<file path="src/rtl/exa_crosb_outp_arb_pkg.sv">
// Shared crossbar definitions used by the output-port arbiter.
//   XBAR_MAX_PORTS : widest input fan-in any crossbar port supports
//   arb_state_e    : arbiter state values (IDLE / LOCKED)
//   rr_pick()      : round-robin winner search, returns a one-hot vector
package exa_crosb_outp_arb_pkg;

    localparam int XBAR_MAX_PORTS = 16;

    typedef enum logic {
        ARB_IDLE   = 1'b0,
        ARB_LOCKED = 1'b1
    } arb_state_e;

    // First set bit of req searching upward from ptr+1, wrapping modulo n.
    // Bits at or above n are ignored; returns zero when nothing requests.
    function automatic logic [XBAR_MAX_PORTS-1:0] rr_pick(
        input logic [XBAR_MAX_PORTS-1:0] req,
        input logic [3:0]                ptr,
        input int                        n
    );
        logic [XBAR_MAX_PORTS-1:0] win;
        logic                      found;
        logic [3:0]                idx;
        win   = '0;
        found = 1'b0;
        for (int k = 1; k <= XBAR_MAX_PORTS; k++) begin
            idx = 4'((int'(ptr) + k) % n);
            if (k <= n && !found && req[idx]) begin
                win[idx] = 1'b1;
                found    = 1'b1;
            end
        end
        return win;
    endfunction

endpackage

</file>
<file path="src/rtl/exa_crosb_outp_arb_if.sv">
// Handshake bundle between the N input ports / downstream port and one
// output-port arbiter.
//   master : request side (drives i_valid, i_tail, i_out_ready)
//   slave  : arbiter side (drives o_grant, o_sel, o_valid, o_busy, o_wdog)
interface exa_crosb_outp_arb_if #(
    parameter int N_INPUTS = 4
);
    localparam int SEL_W = $clog2(N_INPUTS);

    logic [N_INPUTS-1:0] i_valid;
    logic [N_INPUTS-1:0] i_tail;
    logic                i_out_ready;
    logic [N_INPUTS-1:0] o_grant;
    logic [SEL_W-1:0]    o_sel;
    logic                o_valid;
    logic                o_busy;
    logic                o_wdog;

    modport master (
        output i_valid, i_tail, i_out_ready,
        input  o_grant, o_sel, o_valid, o_busy, o_wdog
    );

    modport slave (
        input  i_valid, i_tail, i_out_ready,
        output o_grant, o_sel, o_valid, o_busy, o_wdog
    );
endinterface

</file>
<file path="src/rtl/exa_crosb_outp_arb_1h_to_b.sv">
// Crossbar one-hot to binary encoder (ss_1h_to_b).
//   i_onehot : one-hot (or all-zero) vector
//   o_bin    : index of the set bit; 0 when the input is all-zero
module ss_1h_to_b #(
    parameter  int input_width = 4,
    localparam int OUT_W       = $clog2(input_width)
) (
    input  logic [input_width-1:0] i_onehot,
    output logic [OUT_W-1:0]       o_bin
);

    // OR of the indices of every set bit; exact for a one-hot input.
    always_comb begin
        o_bin = '0;
        for (int i = 0; i < input_width; i++) begin
            if (i_onehot[i]) o_bin = o_bin | OUT_W'(i);
        end
    end

endmodule

</file>
<file path="src/rtl/exa_crosb_outp_arb.sv">
// Per-output-port round-robin arbiter for the crossbar. Locks the output to
// one input from head beat through tail beat, with an optional packet-length
// watchdog that forces a release after MAX_BEATS transfers.
//   clk, resetn : clock, asynchronous active-low reset
//   bus (slave) : i_valid/i_tail per input, i_out_ready from downstream;
//                 o_grant (registered one-hot), o_sel (binary), o_valid,
//                 o_busy (LOCKED), o_wdog (watchdog release pulse)
module exa_crosb_outp_arb
    import exa_crosb_outp_arb_pkg::*;
#(
    parameter  int N_INPUTS  = 4,
    parameter  int MAX_BEATS = 64,
    localparam int SEL_W     = $clog2(N_INPUTS)
) (
    input  logic                  clk,
    input  logic                  resetn,
    exa_crosb_outp_arb_if.slave   bus
);

    localparam int            CNT_W     = (MAX_BEATS > 0) ? $clog2(MAX_BEATS + 1) : 1;
    localparam logic [0:0]    ST_IDLE   = ARB_IDLE;
    localparam logic [0:0]    ST_LOCKED = ARB_LOCKED;

    logic [0:0]          state_q, state_d;
    logic [N_INPUTS-1:0] grant_q, grant_d;
    logic [SEL_W-1:0]    ptr_q, ptr_d;
    logic [CNT_W-1:0]    cnt_q, cnt_d;

    logic [SEL_W-1:0]          sel;
    logic                      locked, valid, xfer, tail, wd_hit;
    logic [XBAR_MAX_PORTS-1:0] pick_wide;
    logic                      unused_pick;

    ss_1h_to_b #(.input_width(N_INPUTS)) u_enc (
        .i_onehot (grant_q),
        .o_bin    (sel)
    );

    assign locked = (state_q == ST_LOCKED);
    assign valid  = locked & bus.i_valid[sel];
    assign xfer   = valid & bus.i_out_ready;
    assign tail   = bus.i_tail[sel];

    // The transfer that would make the count reach MAX_BEATS without a
    // tail is the one that forces the release.
    generate
        if (MAX_BEATS > 0) begin : g_wdog
            assign wd_hit = xfer & ~tail & (cnt_q == CNT_W'(MAX_BEATS - 1));
        end else begin : g_no_wdog
            assign wd_hit = 1'b0;
        end
    endgenerate

    assign pick_wide   = rr_pick(XBAR_MAX_PORTS'(bus.i_valid), 4'(ptr_q), N_INPUTS);
    assign unused_pick = ^pick_wide;

    always_comb begin
        state_d = state_q;
        grant_d = grant_q;
        ptr_d   = ptr_q;
        cnt_d   = cnt_q;
        if (!locked) begin
            if (|bus.i_valid) begin
                grant_d = pick_wide[N_INPUTS-1:0];
                state_d = ST_LOCKED;
            end
        end else if (xfer) begin
            cnt_d = cnt_q + 1'b1;
            if (tail | wd_hit) begin
                ptr_d   = sel;
                grant_d = '0;
                cnt_d   = '0;
                state_d = ST_IDLE;
            end
        end
    end

    always_ff @(posedge clk or negedge resetn) begin
        if (!resetn) begin
            state_q <= ST_IDLE;
            grant_q <= '0;
            ptr_q   <= SEL_W'(N_INPUTS - 1);
            cnt_q   <= '0;
        end else begin
            state_q <= state_d;
            grant_q <= grant_d;
            ptr_q   <= ptr_d;
            cnt_q   <= cnt_d;
        end
    end

    assign bus.o_grant = grant_q;
    assign bus.o_sel   = sel;
    assign bus.o_valid = valid;
    assign bus.o_busy  = locked;
    assign bus.o_wdog  = wd_hit;

endmodule

</file>
<file path="src/flat_wrapper.sv">
// flat-port wrapper written by rule: the top's interface ports become plain ports
module exa_crosb_outp_arb_flat import exa_crosb_outp_arb_pkg::*;
#(
    parameter  int N_INPUTS  = 4,
    parameter  int MAX_BEATS = 64,
    localparam int SEL_W     = $clog2(N_INPUTS)
)
  (clk, resetn, bus_i_valid, bus_i_tail, bus_i_out_ready, bus_o_grant, bus_o_sel, bus_o_valid, bus_o_busy, bus_o_wdog);
  exa_crosb_outp_arb_if #(.N_INPUTS(N_INPUTS)) bus_i ();
  input  logic clk;
  input  logic resetn;
  input wire logic [$bits(bus_i.i_valid)-1:0] bus_i_valid;
  input wire logic [$bits(bus_i.i_tail)-1:0] bus_i_tail;
  input wire logic [$bits(bus_i.i_out_ready)-1:0] bus_i_out_ready;
  output wire logic [$bits(bus_i.o_grant)-1:0] bus_o_grant;
  output wire logic [$bits(bus_i.o_sel)-1:0] bus_o_sel;
  output wire logic [$bits(bus_i.o_valid)-1:0] bus_o_valid;
  output wire logic [$bits(bus_i.o_busy)-1:0] bus_o_busy;
  output wire logic [$bits(bus_i.o_wdog)-1:0] bus_o_wdog;
  assign bus_i.i_valid = bus_i_valid;
  assign bus_i.i_tail = bus_i_tail;
  assign bus_i.i_out_ready = bus_i_out_ready;
  assign bus_o_grant = bus_i.o_grant;
  assign bus_o_sel = bus_i.o_sel;
  assign bus_o_valid = bus_i.o_valid;
  assign bus_o_busy = bus_i.o_busy;
  assign bus_o_wdog = bus_i.o_wdog;
  exa_crosb_outp_arb #(.N_INPUTS(N_INPUTS), .MAX_BEATS(MAX_BEATS)) u_core (.clk(clk), .resetn(resetn), .bus(bus_i));
endmodule
</file>
<file path="config.mk">
export PLATFORM = sky130hd
export DESIGN_NAME = exa_crosb_outp_arb_flat
export DESIGN_NICKNAME = d
export VERILOG_FILES = /design/src/rtl/exa_crosb_outp_arb_pkg.sv /design/src/rtl/exa_crosb_outp_arb_if.sv /design/src/rtl/exa_crosb_outp_arb_1h_to_b.sv /design/src/rtl/exa_crosb_outp_arb.sv /design/src/flat_wrapper.sv
export SDC_FILE = /design/constraint.sdc
export NUM_CORES = 1
export LEC_CHECK = 0
export ABC_AREA = 1
export CAP_MARGIN = 30
export CORE_MARGIN = 2
export CORE_UTILIZATION = 57
export CTS_CLUSTER_SIZE = 40
export DETAILED_ROUTE_END_ITERATION = 10
export GPL_TIMING_DRIVEN = 1
export PLACE_DENSITY_LB_ADDON = 0.2
export RECOVER_POWER = 25
export SLEW_MARGIN = 15
export SYNTH_ARGS = -nofsm -noshare
export SYNTH_HDL_FRONTEND = slang
export SYNTH_SLANG_ARGS = --single-unit
</file>
<file path="constraint.sdc">
create_clock -name clk -period 6.18 [get_ports clk]
set_clock_uncertainty 0.2 [all_clocks]
set_input_delay 0.927 -clock clk [delete_from_list [all_inputs] [get_ports clk]]
set_output_delay 0.927 -clock clk [all_outputs]
set_load 0.01 [all_outputs]
</file>
==> results of run 1 <==
[path summary, 6_finish.rpt]
check / slack [ns] / depth (start not counted) / from / end
worst max-delay path: 2.14 / 10 / bus_i_valid[0] / bus_o_wdog
worst min-delay path: 0.33 / 2 / u_core.cnt_q[1] / u_core.cnt_q[1]
worst max register to register: 3.87 / 11 / u_core.ptr_q[0] / u_core.bus.o_grant[3]
worst min register to register: 0.33 / 2 / u_core.cnt_q[1] / u_core.cnt_q[1]
max in group asynchronous: 4.47 / 1 / resetn / u_core.cnt_q[3]
min in group asynchronous: 0.90 / 1 / resetn / u_core.bus.o_grant[0]
[flip-flops by register name, summed over array words and instances (netlist names)]
name                count
u_core.bus.o_busy       1
u_core.bus.o_grant      4
u_core.cnt_q            7
u_core.ptr_q            2
[cells in the mapped netlist]
master,instances
nand2_1,59
inv_1,28
nand3_1,27
dfrtp_1,12
ha_1,9
nand4_1,7
nand2_2,5
o21ai_0,5
nor2_1,4
nor2_4,4
nor3_1,3
xor2_1,3
buf_6,2
dfstp_2,2
nand2_4,2
nand3_2,2
a21boi_0,1
inv_4,1
nand3_4,1
o21ai_4,1
xnor2_1,1
[worst max-delay path, cell delays in order]
cell and delay (ns):
clkdlybuf4s50_1 0.50, inv_1 0.08, nor2_1 0.09, nor2_1 0.05
nand2_1 0.06, nand3_2 0.11, nor2_4 0.26, inv_1 0.13
nor3_1 0.14, clkdlybuf4s50_1 0.56
[routing by layer]
metal	part of all wire, %	up-vias	routed length [um]
met4	0.29	0	8
met3	4.9	2	133
met2	47	30	1270
met5	0	-	0
met1	48	575	1300
li1	-	607	-
[report_power, final]
group          switching, mW  internal (mW)
sequential            0.0378          0.122
clock                 0.0279         0.0358
combinational          0.246          0.149
total                  0.312          0.307
[area by class of cell]
| cell class | count | area (um2) |
|---|---|---|
| Inverter | 29 | 111 |
| Clock buffer | 4 | 36.3 |
| Fill cell | 178 | 534 |
| Timing Repair Buffer | 19 | 190 |
| Tap cell | 27 | 33.8 |
| Sequential cell | 14 | 353 |
| Multi-Input combinational cell | 134 | 763 |
[layout by cell type, fill, tap and decap left out, drive strengths merged]
cell / count
nand3: 30
inv: 29
o21ai: 6
ha: 9
clkbuf: 4
dlygate4sd3: 1
nand4: 7
clkdlybuf4s50: 18
nor3: 3
xor2: 3
dfrtp: 12
dfstp: 2
a21boi: 1
xnor2: 1
nand2: 66
nor2: 8
[through the flow]
| step | instance area [um2] | worst slack, ns |
|---|---|---|
| floorplan | 1250 | 3.32 |
| global placement | 1450 | 2.22 |
| detailed placement | 1450 | 2.15 |
| CTS | 1490 | 2.14 |
| global route | 1490 | 1.97 |
| finish | 1490 | 2.14 |
[cells by family after synthesis]
group / synth area share, %
buffers and inverters: 10.7
and+or+nand+nor: 45.3
AOI/OAI and AO/OA: 3.90
DFF: 28.2
xor gates and xnor gates: 2.80
adders and majority gates: 9.01
==> results.toml, run 1 <==
[sta]
tns_ns = 0
worst_pin_slew_ns = 0.626
hold_violations = 0
finalCritPeriodShare_pct = 65.4
max_freq_mhz = 247
slew_headroom_pct = 58.2
rsz0062_at_grt = "no"
setup_violations = 0
holdWs_ns = 0.327
layout_min_cycle_time_ns = 4.04
slew_violations = 0

[cells_and_area]
syn_to_final_growth_pct = 19.0
drive_above_1_share_pct = 11.0
final_cells = 227
finalCoreUtilization_pct = 73.6
antenna_cells = 0
final_net_count = 221

[power]
ir_drop_v = 0.000299
finalPower_mw = 0.619
power_leakage_nw = 0.776
pwr_density_cell_mw_per_mm2 = 416

[place]
portBuffers = 19
place_hpwl_um = 2190
gp_congestion = 0.904
dp.cells = 223

[logic_synthesis]
ys_seq_area_share_pct = 28.2
ys_ff_latch = 14
yosys.area.top_type_share_pct = 24.0
synth_area_mm2 = 0.00125
synth_cell_type_count = 21
synth_nets = 199
synth.top_cells.by_area = "dfrtp_1, nand2_1, nand3_1, ha_1, inv_1"
yosysTopAreaCell = "dfrtp_1"
ys.warnings.count = 0
syn_inst = 179
synth.avg_cell_area_um2 = 6.98

[setup_path]
end_kind = "output port"
criticalPathCategory = "in -> out"
cp.arrival_ns = 2.91
worstPathMaxFanout = 12
crit_required_ns = 5.05
start_kind = "primary input"

[clocking]
htree_levels = 1
clock_latency_ns = 0.27
cts_tree = "done"
cts-resized-gates = 0
cts_setup_buffers = 0
root_buffer = "clkbuf_4"
clk_path_buf_depth = 2
clkTransAtPathRegs_ns = 0.08
numCtsBuffers = 3
cts_sinks = 14
holdBufCountCts = 0

[floorplan]
core-area_mm2 = 0.00202
die_y_um = 50.8
row_count = 16
io-pin-count = 20
fp.dieW_um = 50.8
start_util_pct = 61.8
die-area_mm2 = 0.00258

[global_route]
grt_usage_pct = 24.2
grt_use_met1_pct = 32.7
grt_max_degree = 15
use_met2_pct = 42.1
overflow = 0
grt_pass1_vias = 1154
busiest_layer = "met2"
use_met3_pct = 4.97
antenna_found_initial = 0
grt_pass1_wl_um = 4900

[route]
viasPerCell = 5.35
wirelength_um = 2720
wl_per_cell_um = 12.0
ant_nets = 0
route.vias.total = 1214
drt_iter0_drc = 38
drt_first_pass_iters = 4
post-route-drc-count = 0

[job]
max_cap_viol_count = 0

[min_path]
min_path_type = "reg -> reg"

[status]
status = "finished clean"
(Power assumes the default switching activity.)
==> inputs of run 2 (changes only) <==
--- a/config.mk
+++ b/config.mk
@@ -8,7 +8,7 @@
 export ABC_AREA = 1
 export CAP_MARGIN = 30
 export CORE_MARGIN = 2
-export CORE_UTILIZATION = 57
+export CORE_UTILIZATION = 53
 export CTS_CLUSTER_SIZE = 40
 export DETAILED_ROUTE_END_ITERATION = 10
 export GPL_TIMING_DRIVEN = 1
==> constraint.sdc (replaced) <==
create_clock -name clk -period 3.75 [get_ports clk]
set_clock_uncertainty 0.2 [all_clocks]
set_input_delay 0.5625 -clock clk [delete_from_list [all_inputs] [get_ports clk]]
set_output_delay 0.5625 -clock clk [all_outputs]
set_load 0.01 [all_outputs]
==> run 2 against run 1 <==
Compared with the run above: cell area is essentially flat; register-to-register slack worse by 2.4 ns; total power is 65% higher; non-clock buffer count unchanged; final cell count rose by 0.44%; via count decreased by 2.2%; sequential share of layout area is essentially flat; die area grew 6.9%; critical path depth unchanged; routed wire length decreased by 0.70%; worst hold slack improved by 0.0062 ns; setup slack worse by 1.7 ns; highest routed layer unchanged.
==> results.toml, run 2 (same netlist as run 1, synthesis figures left out) <==
[status]
status = "finished clean"

[floorplan]
die-area_mm2 = 0.00276
fp.dieW_um = 52.6
start_util_pct = 56.5
core-area_mm2 = 0.00221
io-pin-count = 20
row_count = 17
die_y_um = 52.6

[clocking]
root_buffer = "clkbuf_4"
holdBufCountCts = 0
htree_levels = 1
cts_sinks = 14
clkTransAtPathRegs_ns = 0.09
cts_tree = "done"
numCtsBuffers = 3
cts_setup_buffers = 0
clock_latency_ns = 0.28
cts-resized-gates = 0
clk_path_buf_depth = 2

[setup_path]
rr_startpoint = "u_core.ptr_q[0]"
end_kind = "output port"
worstPathMaxFanout = 12
crit_required_ns = 2.99
cp.arrival_ns = 2.59
criticalPathCategory = "in -> out"
startpoint = "bus_i_valid[0]"
endpoint = "bus_o_wdog"
worst_r2r_endpoint = "u_core.bus.o_grant[3]"
start_kind = "primary input"
reg2reg_depth = 11
r2r_slack_ns = 1.43

[min_path]
min_path_type = "reg -> reg"
min_path_cells = 2

[cells_and_area]
drive_above_1_share_pct = 11.0
syn_to_final_growth_pct = 19.1
final_common_cell = "nand2_1"
final_area_mm2 = 0.00149
final_cell_mix = "nand2_1, inv_1, nand3_1"
fillers = 198
final_cells = 228
multiInputGateArea_um2 = 763
antenna_cells = 0
final-seq-area_um2 = 353
top_register = "u_core.cnt_q"
final_net_count = 221
largest_reg_flops = 7

[power]
seqPwrFrac_pct = 26.2
power_leakage_nw = 0.776
p_int_mw = 0.505
clkPwrFrac_pct = 10.7
finalPower_mw = 1.02
ir_drop_v = 0.000449
pwr-share-comb_pct = 63.0
pwr_density_cell_mw_per_mm2 = 685
swShare_pct = 50.5
p_sw_mw = 0.515

[global_route]
grt_pass1_wl_um = 4790
grt_usage_pct = 22.6
grt_max_degree = 15
grt_pass1_vias = 1120
antenna_found_initial = 0
overflow = 0

[place]
dp.cells = 224
place_hpwl_um = 2060
gp_congestion = 0.831
dpl_cell_area_mm2 = 0.00145
portBuffers = 19

[route]
post-route-drc-count = 0
viasPerCell = 5.21
drt_iter0_drc = 21
wirelength_um = 2700
wl_per_cell_um = 11.8
ant_nets = 0
drt_first_pass_iters = 4
route.vias.total = 1187

[job]
max_cap_viol_count = 0

[sta]
worst_pin_slew_ns = 0.630
slew_violations = 0
layout_min_cycle_time_ns = 3.36
tns_ns = 0
hold_violations = 0
holdWs_ns = 0.333
max_freq_mhz = 298
finalCritPeriodShare_pct = 89.5
setup_violations = 0
rsz0062_at_grt = "no"
slew_headroom_pct = 57.8
run 2: final cells by class:
cell class,count,area share [%]
flip-flops and latches,14,23.7
well taps,28,2.35
repair buffers,19,12.8
multi-input cells,134,51.3
clock buffers,4,2.44
inverters,29,7.48
run 2: worst min-delay path by stage:
stage                     slack [ns]             startpoint               endpoint
after floorplan                 0.07                 resetn      u_core.bus.o_busy
after global placement          0.30  u_core.bus.o_grant[0]  u_core.bus.o_grant[0]
after detailed placement        0.31        u_core.cnt_q[1]        u_core.cnt_q[1]
after CTS                       0.33        u_core.cnt_q[1]        u_core.cnt_q[1]
after global routing            0.39  u_core.bus.o_grant[0]  u_core.bus.o_grant[0]
final                           0.33        u_core.cnt_q[1]        u_core.cnt_q[1]
run 2: worst max-delay path: stages:
cell and delay (ns):
clkdlybuf4s50_1 0.49, inv_1 0.07, nor2_1 0.09, nor2_1 0.04, nand2_1 0.06, nand3_2 0.11, nor2_4 0.26, inv_1 0.15
nor3_1 0.19, clkdlybuf4s50_1 0.57
run 2: metrics by stage:
stage               setup slack [ns]  util [%]
floorplan                       1.62         -
global placement               0.498      65.7
detailed placement             0.402      65.7
CTS                            0.399      67.3
global route                   0.215      67.3
finish                         0.393      67.3
run 2: metal layers:
layer	vias up	wire length, um	track usage, %
met1	551	1280	31.1
met2	22	1330	39.4
met4	0	19	3.85
met5	-	0	0
li1	612	-	-
met3	2	74	1.14
run 2: power by group through the flow:
stage	logic, mW	registers (mW)	clock network, mW
floorplan	0.486	0.250	0
global placement	0.623	0.267	0
detailed placement	0.639	0.269	0
CTS	0.644	0.267	0.109
global route	0.731	0.275	0.114
finish	0.643	0.268	0.109
==> inputs of run 3 (changes only) <==
--- a/config.mk
+++ b/config.mk
@@ -8,9 +8,10 @@
 export ABC_AREA = 1
 export CAP_MARGIN = 30
 export CORE_MARGIN = 2
-export CORE_UTILIZATION = 53
+export CORE_UTILIZATION = 62
 export CTS_CLUSTER_SIZE = 40
 export DETAILED_ROUTE_END_ITERATION = 10
+export DONT_BUFFER_PORTS = 1
 export GPL_TIMING_DRIVEN = 1
 export PLACE_DENSITY_LB_ADDON = 0.2
 export RECOVER_POWER = 25
==> run 3 against run 2 <==
Compared with the run above: clock-buffer cell count stayed put; sequential power grew 2%; worst hold slack improved by 0.0083 ns; routed wire length grew 0.96%; clock power about the same; final cell count is 8.3% lower; cell area down 12%; total power decreased by 6.6%; fmax up 21%; setup slack improved by 0.59 ns.
==> results.toml, run 3 (same netlist as run 1, synthesis figures left out) <==
[status]
status = "finished clean"

[global_route]
grt_pass1_wl_um = 4530
grt_pass1_vias = 1060
overflow = 0
antenna_found_initial = 0
grt_max_degree = 15
grt_usage_pct = 23.5

[setup_path]
r2r_slack_ns = 1.43
end_kind = "output port"
crit_slowest_cell = "dfrtp_1"
cp_top_family = "simple AND/OR/NAND/NOR gates"
crit_required_ns = 2.99
cp.arrival_ns = 2.01
cp_cell_sequence = "nor2_1 > nand2_1 > nand3_1 > nand3_2 > nor2_4 > inv_1 > nor3_1"
worst_r2r_endpoint = "u_core.bus.o_grant[3]"
worst-path-stages = 7
reg2reg_depth = 11
slowest_delay_ns = 0.48
path_buf_inv = 1
criticalPathCategory = "reg -> out"
rr_startpoint = "u_core.ptr_q[0]"
worstPathMaxFanout = 12
start_kind = "flip-flop"

[route]
route.vias.total = 1141
wl_per_cell_um = 13.0
viasPerCell = 5.46
ant_nets = 0
post-route-drc-count = 0
drt_first_pass_iters = 4
drt_iter0_drc = 40
wirelength_um = 2720

[cells_and_area]
fillers = 168
final_cell_mix = "nand2_1, inv_1, nand3_1"
final_cells = 209
final_area_mm2 = 0.00131
antenna_cells = 0
syn_to_final_growth_pct = 4.60
final_common_cell = "nand2_1"
largest_reg_flops = 7
drive_above_1_share_pct = 12.1
final_net_count = 203
top_register = "u_core.cnt_q"

[min_path]
min_path_type = "reg -> reg"
holdCritStartpoint = "u_core.cnt_q[1]"
hold_end = "u_core.cnt_q[1]"
min_path_cells = 2

[floorplan]
row_count = 16
die-area_mm2 = 0.00239
core-area_mm2 = 0.00192
die_y_um = 48.9
fp.dieW_um = 48.9
start_util_pct = 65.0
io-pin-count = 20

[place]
portBuffers = 0
gp_congestion = 0.908
dp.cells = 204
dpl_cell_area_mm2 = 0.00126
place_hpwl_um = 2090

[sta]
rsz0062_at_grt = "no"
hold_violations = 0
setup_violations = 0
holdWs_ns = 0.341
layout_min_cycle_time_ns = 2.77
max_freq_mhz = 361
tns_ns = 0
slew_violations = 0
finalCritPeriodShare_pct = 73.8
slew_headroom_pct = 58.8
worst_pin_slew_ns = 0.616

[clocking]
root_buffer = "clkbuf_4"
clkTransAtPathRegs_ns = 0.09
htree_levels = 1
clock_latency_ns = 0.28
holdBufCountCts = 1
cts_setup_buffers = 0
cts-resized-gates = 0
cts_tree = "done"
numCtsBuffers = 3
clk_path_buf_depth = 2
cts_sinks = 14

[job]
max_cap_viol_count = 0

[power]
ir_drop_v = 0.000448
power_leakage_nw = 0.708
pwr_density_cell_mw_per_mm2 = 728
[run 3: layout make-up]
type,count,area [um2],area share (%)
clock buffer,4,36.3,2.78
inverter,29,111,8.52
multi-input combinational,134,763,58.4
sequential,14,353,27.0
tap,27,33.8,2.58
timing repair buffer,1,10.0,0.766
[run 3: worst reg2reg max path, cell delays in order, from the launching register on]
cell and delay (ns):
dfstp_2 0.68, inv_4 0.11, ha_1 0.37, inv_1 0.12, nand3_2 0.15, nand2_4 0.13, nand2_4 0.07, nor2_4 0.14
nand2_1 0.07, nand3_1 0.09, nand2_1 0.08, nand2_1 0.06
[run 3: layer usage]
metal  up-vias  wire [um]  share of wire (%)  track usage [%]
li1        570          -                  -                -
met1       533       1270                 46             30.3
met2        38       1310                 48             42.0
met3         0        151                5.5             3.99
met4         0          0                  0             3.33
met5         -          0                  0                0
[run 3: how the worst max path moves through the flow]
stage                     startpoint    endpoint  slack, ns
2_1_floorplan        u_core.cnt_q[1]  bus_o_wdog       1.62
3_3_place_gp   u_core.bus.o_grant[1]  bus_o_wdog       1.40
3_5_place_dp   u_core.bus.o_grant[1]  bus_o_wdog       1.31
4_1_cts        u_core.bus.o_grant[1]  bus_o_wdog       1.01
5_1_grt        u_core.bus.o_grant[1]  bus_o_wdog       0.86
6_report       u_core.bus.o_grant[1]  bus_o_wdog       0.98
[run 3: stage by stage]
step / setup slack (ns) / total power, mW / utilization [%]
6_report: 0.982 / 0.952 / 68.0
5_1_grt: 0.864 / 1.03 / 68.0
4_1_cts: 1.01 / 0.944 / 68.0
3_5_place_dp: 1.31 / 0.834 / 65.6
3_3_place_gp: 1.40 / 0.802 / 65.6
2_1_floorplan: 1.62 / 0.737 / -
[run 3: report_power, final]
part	internal, mW	switching (mW)	total, mW	leakage, nW
Combinational	0.181	0.390	0.571	0.507
Sequential	0.201	0.0718	0.273	0.179
Clock	0.0590	0.0494	0.108	0.0210
